[config.mk]
export PLATFORM = sky130hd
export DESIGN_NAME = vga_draw_scheduler
export DESIGN_NICKNAME = d
export VERILOG_FILES = /design/src/rtl/vga_pkg.sv /design/src/rtl/vga_draw_scheduler_rr_arbiter.sv /design/src/rtl/vga_draw_scheduler.sv
export SDC_FILE = /design/constraint.sdc
export NUM_CORES = 1
export LEC_CHECK = 0
export ABC_AREA = 1
export CORE_UTILIZATION = 50
export CTS_BUF_LIST = sky130_fd_sc_hd__clkbuf_4
export DETAILED_ROUTE_END_ITERATION = 10
export PLACE_DENSITY_LB_ADDON = 0.25
export SLEW_MARGIN = 20
export SYNTH_ARGS = -nofsm -noshare
export SYNTH_HDL_FRONTEND = slang
export SYNTH_SLANG_ARGS = --single-unit
[constraint.sdc]
create_clock -name CLOCK_50 -period 4.08 [get_ports CLOCK_50]
set_input_delay 0.816 -clock CLOCK_50 [delete_from_list [all_inputs] [get_ports CLOCK_50]]
set_output_delay 0.816 -clock CLOCK_50 [all_outputs]
set_load 0.05 [all_outputs]
[src/rtl/vga_pkg.sv]
// ============================================================================
// Module : vga_pkg
// Brief  : Screen geometry, pixel-address widths and draw-FSM state encoding
//          shared by the Wack-A-Mole draw scheduler.
// Rev    : 1.0  initial release
// ============================================================================
`default_nettype none

package vga_pkg;

  localparam int SCREEN_W = 160;
  localparam int SCREEN_H = 120;
  localparam int COLOUR_W = 3;
  localparam int X_W      = 8;
  localparam int Y_W      = 7;
  // One extra bit so that origin + size never wraps.
  localparam int CX_W     = X_W + 1;
  localparam int CY_W     = Y_W + 1;

  typedef enum logic [1:0] {
    S_IDLE = 2'd0,
    S_LOAD = 2'd1,
    S_DRAW = 2'd2,
    S_DONE = 2'd3
  } state_t;

endpackage

`default_nettype wire

[src/rtl/vga_draw_scheduler_rr_arbiter.sv]
// ============================================================================
// Module : rr_arbiter
// Brief  : Combinational round-robin picker; one-hot grant to the first
//          request at or after the pointer, wrapping modulo NUM_REQ.
// Rev    : 1.0  initial release
// ============================================================================
`default_nettype none

module rr_arbiter
  import vga_pkg::*;
#(
  parameter int NUM_REQ = 4,
  parameter int PTR_W   = (NUM_REQ > 1) ? $clog2(NUM_REQ) : 1
) (
  input  logic [NUM_REQ-1:0] req,
  input  logic [PTR_W-1:0]   ptr,
  output logic [NUM_REQ-1:0] gnt
);

  logic             w_found;
  logic [PTR_W-1:0] w_idx;

  always_comb begin
    gnt     = '0;
    w_found = 1'b0;
    w_idx   = '0;
    for (int k = 0; k < NUM_REQ; k++) begin
      w_idx = PTR_W'((int'(ptr) + k) % NUM_REQ);
      if (!w_found && req[w_idx]) begin
        gnt[w_idx] = 1'b1;
        w_found    = 1'b1;
      end
    end
  end

endmodule

`default_nettype wire

[src/rtl/vga_draw_scheduler.sv]
// ============================================================================
// Module : vga_draw_scheduler
// Brief  : Sole writer of the vga_adapter pixel port; serialises a full-screen
//          clear and NUM_REQ rectangle fills at one pixel per cycle.
// Rev    : 1.0  initial release
// ============================================================================
`default_nettype none

module vga_draw_scheduler
  import vga_pkg::*;
#(
  parameter int SCREEN_W = vga_pkg::SCREEN_W,
  parameter int SCREEN_H = vga_pkg::SCREEN_H,
  parameter int NUM_REQ  = 4,
  parameter int COLOUR_W = vga_pkg::COLOUR_W
) (
  input  logic                         CLOCK_50,
  input  logic                         reset,
  input  logic                         clr_req,
  input  logic [COLOUR_W-1:0]          clr_colour,
  output logic                         clr_done,
  input  logic [NUM_REQ-1:0]           box_req,
  input  logic [X_W*NUM_REQ-1:0]       box_x,
  input  logic [Y_W*NUM_REQ-1:0]       box_y,
  input  logic [X_W*NUM_REQ-1:0]       box_w,
  input  logic [Y_W*NUM_REQ-1:0]       box_h,
  input  logic [COLOUR_W*NUM_REQ-1:0]  box_colour,
  output logic [NUM_REQ-1:0]           box_grant,
  output logic [NUM_REQ-1:0]           box_done,
  output logic [X_W-1:0]               vga_x,
  output logic [Y_W-1:0]               vga_y,
  output logic [COLOUR_W-1:0]          vga_colour,
  output logic                         vga_plot,
  output logic                         busy
);

  localparam int PTR_W = (NUM_REQ > 1) ? $clog2(NUM_REQ) : 1;
  localparam logic [CX_W-1:0] c_scr_w = CX_W'(SCREEN_W);
  localparam logic [CY_W-1:0] c_scr_h = CY_W'(SCREEN_H);

  state_t                r_state, w_nxt_state;
  logic [NUM_REQ-1:0]    r_gnt, r_box_done;
  logic [PTR_W-1:0]      r_ptr, r_idx, w_arb_idx;
  logic                  r_is_clr, r_clr_done, r_plot, r_busy;
  logic [CX_W-1:0]       r_cx, r_x0, r_xend;
  logic [CY_W-1:0]       r_cy, r_yend;
  logic [COLOUR_W-1:0]   r_colour;
  logic [NUM_REQ-1:0]    w_arb_gnt;

  logic [X_W-1:0]        w_bx [NUM_REQ];
  logic [Y_W-1:0]        w_by [NUM_REQ];
  logic [X_W-1:0]        w_bw [NUM_REQ];
  logic [Y_W-1:0]        w_bh [NUM_REQ];
  logic [COLOUR_W-1:0]   w_bc [NUM_REQ];

  for (genvar gi = 0; gi < NUM_REQ; gi++) begin : g_unpack
    assign w_bx[gi] = box_x[gi*X_W +: X_W];
    assign w_by[gi] = box_y[gi*Y_W +: Y_W];
    assign w_bw[gi] = box_w[gi*X_W +: X_W];
    assign w_bh[gi] = box_h[gi*Y_W +: Y_W];
    assign w_bc[gi] = box_colour[gi*COLOUR_W +: COLOUR_W];
  end

  rr_arbiter #(
    .NUM_REQ (NUM_REQ),
    .PTR_W   (PTR_W)
  ) u_arb (
    .req (box_req),
    .ptr (r_ptr),
    .gnt (w_arb_gnt)
  );

  always_comb begin
    w_arb_idx = '0;
    for (int i = 0; i < NUM_REQ; i++) begin
      if (w_arb_gnt[i]) w_arb_idx = PTR_W'(i);
    end
  end

  // Geometry of the winner, sampled while in LOAD.
  logic [CX_W-1:0]     w_ld_x0, w_ld_w, w_ld_xend;
  logic [CY_W-1:0]     w_ld_y0, w_ld_h, w_ld_yend;
  logic [COLOUR_W-1:0] w_ld_colour;
  logic                w_ld_empty, w_ld_vis;

  assign w_ld_x0     = r_is_clr ? '0 : {1'b0, w_bx[r_idx]};
  assign w_ld_y0     = r_is_clr ? '0 : {1'b0, w_by[r_idx]};
  assign w_ld_w      = r_is_clr ? c_scr_w : {1'b0, w_bw[r_idx]};
  assign w_ld_h      = r_is_clr ? c_scr_h : {1'b0, w_bh[r_idx]};
  assign w_ld_colour = r_is_clr ? clr_colour : w_bc[r_idx];
  assign w_ld_xend   = w_ld_x0 + w_ld_w;
  assign w_ld_yend   = w_ld_y0 + w_ld_h;
  assign w_ld_empty  = (w_ld_w == '0) || (w_ld_h == '0);
  assign w_ld_vis    = (w_ld_x0 < c_scr_w) && (w_ld_y0 < c_scr_h);

  logic [CX_W-1:0] w_cx_inc, w_nx;
  logic [CY_W-1:0] w_cy_inc, w_ny;
  logic            w_x_wrap, w_last, w_nvis, w_to_done;

  assign w_cx_inc = r_cx + CX_W'(1);
  assign w_cy_inc = r_cy + CY_W'(1);
  assign w_x_wrap = (w_cx_inc == r_xend);
  assign w_last   = w_x_wrap && (w_cy_inc == r_yend);
  assign w_nx     = w_x_wrap ? r_x0 : w_cx_inc;
  assign w_ny     = w_x_wrap ? w_cy_inc : r_cy;
  assign w_nvis   = (w_nx < c_scr_w) && (w_ny < c_scr_h);

  always_comb begin
    w_nxt_state = r_state;
    case (r_state)
      S_IDLE:  if (clr_req || (|box_req)) w_nxt_state = S_LOAD;
      S_LOAD:  w_nxt_state = w_ld_empty ? S_DONE : S_DRAW;
      S_DRAW:  if (w_last) w_nxt_state = S_DONE;
      S_DONE:  w_nxt_state = S_IDLE;
      default: w_nxt_state = S_IDLE;
    endcase
  end

  assign w_to_done = (r_state != S_DONE) && (w_nxt_state == S_DONE);

  always_ff @(posedge CLOCK_50 or posedge reset) begin
    if (reset) r_state <= S_IDLE;
    else       r_state <= w_nxt_state;
  end

  always_ff @(posedge CLOCK_50 or posedge reset) begin
    if (reset) begin
      r_gnt      <= '0;
      r_box_done <= '0;
      r_clr_done <= 1'b0;
      r_ptr      <= '0;
      r_idx      <= '0;
      r_is_clr   <= 1'b0;
      r_plot     <= 1'b0;
      r_busy     <= 1'b0;
      r_cx       <= '0;
      r_cy       <= '0;
      r_x0       <= '0;
      r_xend     <= '0;
      r_yend     <= '0;
      r_colour   <= '0;
    end else begin
      r_busy     <= (w_nxt_state != S_IDLE);
      r_plot     <= 1'b0;
      r_clr_done <= w_to_done && r_is_clr;
      r_box_done <= (w_to_done && !r_is_clr) ? r_gnt : '0;
      case (r_state)
        S_IDLE: begin
          if (clr_req) begin
            r_is_clr <= 1'b1;
            r_gnt    <= '0;
          end else if (|box_req) begin
            r_is_clr <= 1'b0;
            r_gnt    <= w_arb_gnt;
            r_idx    <= w_arb_idx;
          end
        end
        S_LOAD: begin
          r_x0     <= w_ld_x0;
          r_xend   <= w_ld_xend;
          r_yend   <= w_ld_yend;
          r_colour <= w_ld_colour;
          r_cx     <= w_ld_x0;
          r_cy     <= w_ld_y0;
          r_plot   <= !w_ld_empty && w_ld_vis;
        end
        S_DRAW: begin
          r_cx   <= w_nx;
          r_cy   <= w_ny;
          // Off-screen pixels still take their cycle, they just do not strobe.
          r_plot <= !w_last && w_nvis;
        end
        S_DONE: begin
          r_gnt    <= '0;
          r_is_clr <= 1'b0;
          if (!r_is_clr)
            r_ptr <= (r_idx == PTR_W'(NUM_REQ - 1)) ? '0 : r_idx + PTR_W'(1);
        end
        default: r_gnt <= '0;
      endcase
    end
  end

  assign clr_done   = r_clr_done;
  assign box_grant  = r_gnt;
  assign box_done   = r_box_done;
  assign vga_x      = r_cx[X_W-1:0];
  assign vga_y      = r_cy[Y_W-1:0];
  assign vga_colour = r_colour;
  assign vga_plot   = r_plot;
  assign busy       = r_busy;

endmodule

`default_nettype wire

# == Word level (Yosys, flattened, before mapping) ==
# Cells that the tools add are included.
# word_totals
reg_bits,64
input_bits,142
elab_cells,147
# op_classes
n_addsub,8
n_lt_le_gt_ge,13
eq_ne,9
mux,63
bitwise,6
n_reduce_logical,33
# ops
operator,n
8-bit 2-to-1 mux,7
7-bit 2-to-1 mux,6
8-bit binary-select mux with 2-bit select,2
7-bit binary-select mux with 2-bit select,2
4-bit 2-to-1 mux,7
9-bit one-hot mux with 2 select lines,1
8-bit one-hot mux with 2 select lines,1
1-bit logical AND,15
1-bit 2-to-1 mux,15
"2-bit by 3-bit < comparator with 1-bit output, second input constant",4
4-bit bitwise OR,3
2-bit 2-to-1 mux,5
8-bit by 8-bit adder with 9-bit output,1
"9-bit by 1-bit adder with 9-bit output, second input constant",1
9-bit equality test,1
9-bit logical NOT,1
"9-bit by 8-bit < comparator with 1-bit output, second input constant",1
3-bit 2-to-1 mux,3
9-bit 2-to-1 mux,1
7-bit by 7-bit adder with 8-bit output,1
"8-bit by 1-bit adder with 8-bit output, second input constant",1
1-bit binary-select mux with 2-bit select,4
1-bit demux with 2-bit select,4
"2-bit equality test, second input constant",4
25 further kinds,41

# == Depth between registers and ports, before layout ==
# logic_depth
depth_word,15
ltp_mapped,19
mapped_depth_nobuf,17

# == Modules after synthesis ==
# A second synthesis with hierarchy kept.
# hier_totals
hier_cells,892
hier_area_um2,5749.3
# modules_own_cells
module,n_inst,cells_per_inst,area_each_um2,seq_area_each_um2
vga_draw_scheduler,1,819,5350.1,1576.5
rr_arbiter,1,73,399.1,0.0

# == Worst setup path after synthesis ==
# Ideal clock, no wire load.
# synth_timing
path_type,register to register
from,register r_idx[0]
to,register r_xend[8]
arrival_ns,2.728
required_ns,4.003
path_slack_ns,1.275
stages_incl_launch_ff,20
path_buffers,3
synth_period_minus_slack_ns,2.805
path_cell_list,dfrtp_1 -> buf_2 -> buf_2 -> clkbuf_1 -> o21ai_0 -> o22ai_1 -> nand2_1 -> inv_1 -> ha_1 -> inv_1 -> fa_1 -> nor2_1 -> a211oi_1 -> nor2_1 -> nor2_1 -> nor2_1 -> nor2_1 -> nor2_1 -> o21ai_0 -> a21oi_1
# synth_via
elab_chain_len,6
word_cells_on_any_way,10
# synth_lines
item,line_no,text
start: declaration,vga_draw_scheduler.sv:43,"logic [PTR_W-1:0] r_ptr, r_idx, w_arb_idx;"
start signal: assignment,vga_draw_scheduler.sv:155,r_idx <= w_arb_idx;
2-bit NOT with 3-bit output (implied by the code),vga_draw_scheduler.sv:86,"assign w_ld_x0 = r_is_clr ? '0 : {1'b0, w_bx[r_idx]};"
8-bit binary-select mux with 2-bit select,vga_draw_scheduler.sv:86,
8-bit 2-to-1 mux (implied by the code) (2 in series),vga_draw_scheduler.sv:86,
8-bit 2-to-1 mux,vga_draw_scheduler.sv:86,
via w_ld_x0[0],vga_draw_scheduler.sv:81,"logic [CX_W-1:0] w_ld_x0, w_ld_w, w_ld_xend;"
8-bit by 8-bit adder with 9-bit output,vga_draw_scheduler.sv:91,assign w_ld_xend = w_ld_x0 + w_ld_w;
end signal: assignment,vga_draw_scheduler.sv:160,r_xend <= w_ld_xend;
end: declaration,vga_draw_scheduler.sv:45,"logic [CX_W-1:0] r_cx, r_x0, r_xend;"
# The timed path passes the listed nets, and every way through them passes these cells. The select of a mux whose other input is x is not followed.
# A chain may end at the register's enable or synchronous reset.

# == Final worst setup path ==
# Same ends and word-level chain as after synthesis.

==> summary.md <==
| Metric | Value |
|---|---|
| Min Tclk post-route | 3320 ps |
| Cts bufs inserted | 9 |
| Cell count after placement | around 1200 |
| CP Buf/Inv Count | 2 |
| First drt pass iteration count | 7 |
| Setup Buffers After CTS | 0 |
| Clock skew | 17.8 ps |
| Syn. warnings | 0 |
| Reg clk slew, reported paths | roughly 120 ps |
| Critical Path AT | around 3600 ps |
| CP startpoint | r_idx[0] |
| Final period util | 81.4% |
| Worst setup SP type | register |
| Total Wirelength | approximately 18 mm |
| Vias | roughly 6400 |
| Die footprint | 0.0117 mm2 |
| Filler-free cell count of the finished design | 1169 |
| I/O pins | ~170 |
| Antenna Cells | 0 |
| Worst r2r src | r_idx[0] |
| Cell taking the most area after synthesis | dfrtp_1 |
| Clk sink count | 63 |
| Fill cell count | roughly 960 |
| Final setup viols | 0 |
| Setup TNS | 0 ps |
| Grt ovf | 0 |
| Synth top area cells | dfrtp_1 (28%), nand2_1 (14%), o21ai_0 (9.4%) |
| Worst Tran Pin Value | 969 ps |
| Slew headroom | 35.4% |
| EDFF count, synth | 0 |
| Post-cts hold buffer count | 0 |
| Share of cells above drive strength 1 | around 5.4% |
| Layout Nets | between 1000 and 1500 |
| First-pass GRT wire length | ~29 mm |
| CP dominant cell by count | nor2_1 |
| Power share of the combinational group | between 70% and 80% |
| Hold Startpoint | r_x0[3] |
| Overall die width | between 100 and 150 um |
| Initial core utilization | 51.8% |
| Resize count post-CTS | 0 |
| Data required time of the worst path | between 4000 and 5000 ps |
| Vias in the first global route | between 6000 and 7000 |
| Maximum fanout along the worst path | a little over 40 |
| Crit path cell chain | buf_4 > buf_4 > nor2_1 > nor2_1 > o21ai_0 > a21oi_1 > ha_1 > nand2_1 > nor2_1 > a211oi_1 > nor2_1 > nor2_1 > nor2_1 > nor2_1 > nor2_1 > o21ai_0 > a21oi_1 |
| DR iter-0 viols | between 400 and 500 |
| Post-DR vias/cell | about 5.4 |
| Pint | 2.61 mW |
| Slowest cell delay on critical path | 580 ps |
| Max_cap viols | 0 |
| Cell family with most CP delay | compound AO/OA/AOI/OAI gates |
| Htree depth | 3 |
| Final hold viol count | 0 |
| DRT antenna net count | 0 |
| Post-synthesis cell count | 882 |
| Yosys cell types | 40 |
| Gr usage total | about a third |
| Sequential area share after synthesis | between 20% and 30% |
| Synth async-reset ratio | between 90% and 100% |
| # rows | 38 |
| CORE AREA | 0.0109 mm2 |
| Final Core Density | between 60% and 70% |
| Unrepaired setup endpoints after global routing | no |
| Residual DRC | 0 |
| Cell area after synthesis | approximately 0.0056 mm2 |
| Port bufs | 170 |
| Psw | 3.51 mW |
| Status | finished clean |
| Sequential share of power | between 15 and 20% |
| Avg Inst Size Synth | approximately 6.4 um2 |
| Max Root-Sink Buffers | 2 |
| Worst skew pair latency | ~430 ps |
| Clock network power share | between 6 and 7% |
| Largest net degree at the start of global routing | 68 |
| Area delta synth->final | 32.6% |
| Hold/Removal Path Class | register to register |
| Leak | ~3.5 nW |
| Routed WL per cell | 15.2 um |
| Root Buffer | clkbuf_4 |
| Crit path kind | register to register |
| Top cells by count, synth | nand2_1 (207), nor2_1 (122), o21ai_0 (106) |
| Yosys top cell area share | 28.0% |
| Sw Share | 57.3% |
| Gpl congestion | 0.925 |
| Slew Limit Fails | 0 |
| Power Density | 818 mW/mm2 |
| Flops & latches, synth | 63 |
| TritonCTS clock tree | yes |
| Slowest CP cell | dfrtp_2 |
| Antenna violations before repair | 0 |
| F_max | about 300 MHz |
| Crit end category | register |
| Top-count cell post-synth | nand2_1 |
| Worst vdd ir | 0.458 mV |
| Ys flop type | dfrtp_1 |
| Syn Nets | between 1000 and 1500 |
| DPL Wire Length | between 10 and 15 mm |
| Die H | ~110 um |
sequential cells by signal, summed over array words and instances (netlist names):
name        count
r_ptr           2
r_is_clr        1
box_grant       4
box_done        4
r_cx            9
vga_plot        1
r_idx           2
busy            1
r_state         2
r_yend          8
clr_done        1
r_cy            8
vga_colour      3
r_xend          9
r_x0            8
logic make-up (layout without fill, tap and decap cells):
logic type	after synthesis	after routing	share of synthesized area (%)
adder cells (fa/ha/maj)	31	31	7.15
AND/OR/NAND/NOR	421	421	31.9
flip-flops	63	63	28.0
buffers and inverters	155	302	11.7
XOR/XNOR	5	5	0.777
AO/OA/AOI/OAI	207	207	20.4
cell usage in the layout, fill, tap and decap left out, drive strengths merged, types with 2 or more instances in the layout:
cell type / instances
a211oi: 4
a21oi: 42
a221oi: 2
a22oi: 2
a31oi: 5
and2: 2
buf: 15
clkbuf: 9
clkdlybuf4s50: 170
clkinv: 7
dfrtp: 63
fa: 2
ha: 29
inv: 100
nand2: 214
nand3: 47
nand3b: 6
nand4: 12
nor2: 129
nor3: 8
o211ai: 6
o21ai: 108
o22ai: 31
o31ai: 3
or2: 2
xor2: 4
routing by layer:
layer	part of all wire, %	global-route usage [%]	routed length (um)	vias to the layer above
li1	-	-	-	3173
met1	42	39.5	7500	2911
met2	49	54.4	8790	238
met3	6.3	5.97	1130	32
met4	2.3	11.5	404	0
met5	0	0	0	-
worst reg2reg max path: stages, from the launching register on:
cell and delay [ps]:
dfrtp_2 580, buf_4 430, buf_4 280, nor2_1 60, nor2_1 70, o21ai_0 80, a21oi_1 390, ha_1 350
nand2_1 80, nor2_1 40, a211oi_1 240, nor2_1 100, nor2_1 90, nor2_1 60, nor2_1 80, nor2_1 60
o21ai_0 140, a21oi_1 80
power by group through the flow:
stage	Sequential (mW)	Clock [mW]	Combinational (mW)
2_1_floorplan	1.25	0	3.24
6_report	1.18	0.395	4.54
4_1_cts	1.17	0.398	4.51
5_1_grt	1.22	0.429	5.04
3_3_place_gp	1.17	0	4.40
3_5_place_dp	1.19	0	4.48
worst paths after layout:
path | to | slack [ps] | cells after the start
worst max register to register | r_xend[8] | 760 | 17
min in group asynchronous | clr_done | 750 | 2
worst max-delay path | r_xend[8] | 760 | 17
max in group asynchronous | r_idx[0] | 2580 | 3
worst min-delay path | r_x0[3] | 500 | 2
worst min register to register | r_x0[3] | 500 | 2
final cells by class:
cell class	instances	area (um2)	share of cell area [%]
sequential	63	1580	21.1
clock inverter	7	47.5	0.636
multi-input combinational	664	3400	45.5
inverter	101	379	5.07
clock buffer	9	67.6	0.904
tap	140	175	2.34
timing repair buffer	185	1830	24.4
stage by stage:
stage	hold WS (ps)	area [um2]	power (mW)	setup slack, ps
after global routing	502	7470	6.69	502
after CTS	497	7470	6.07	855
after global placement	464	7360	5.58	813
after detailed placement	467	7360	5.67	737
final	501	7470	6.12	758
after floorplan	444	5640	4.49	1270
Power figures use the tool's default switching activity.
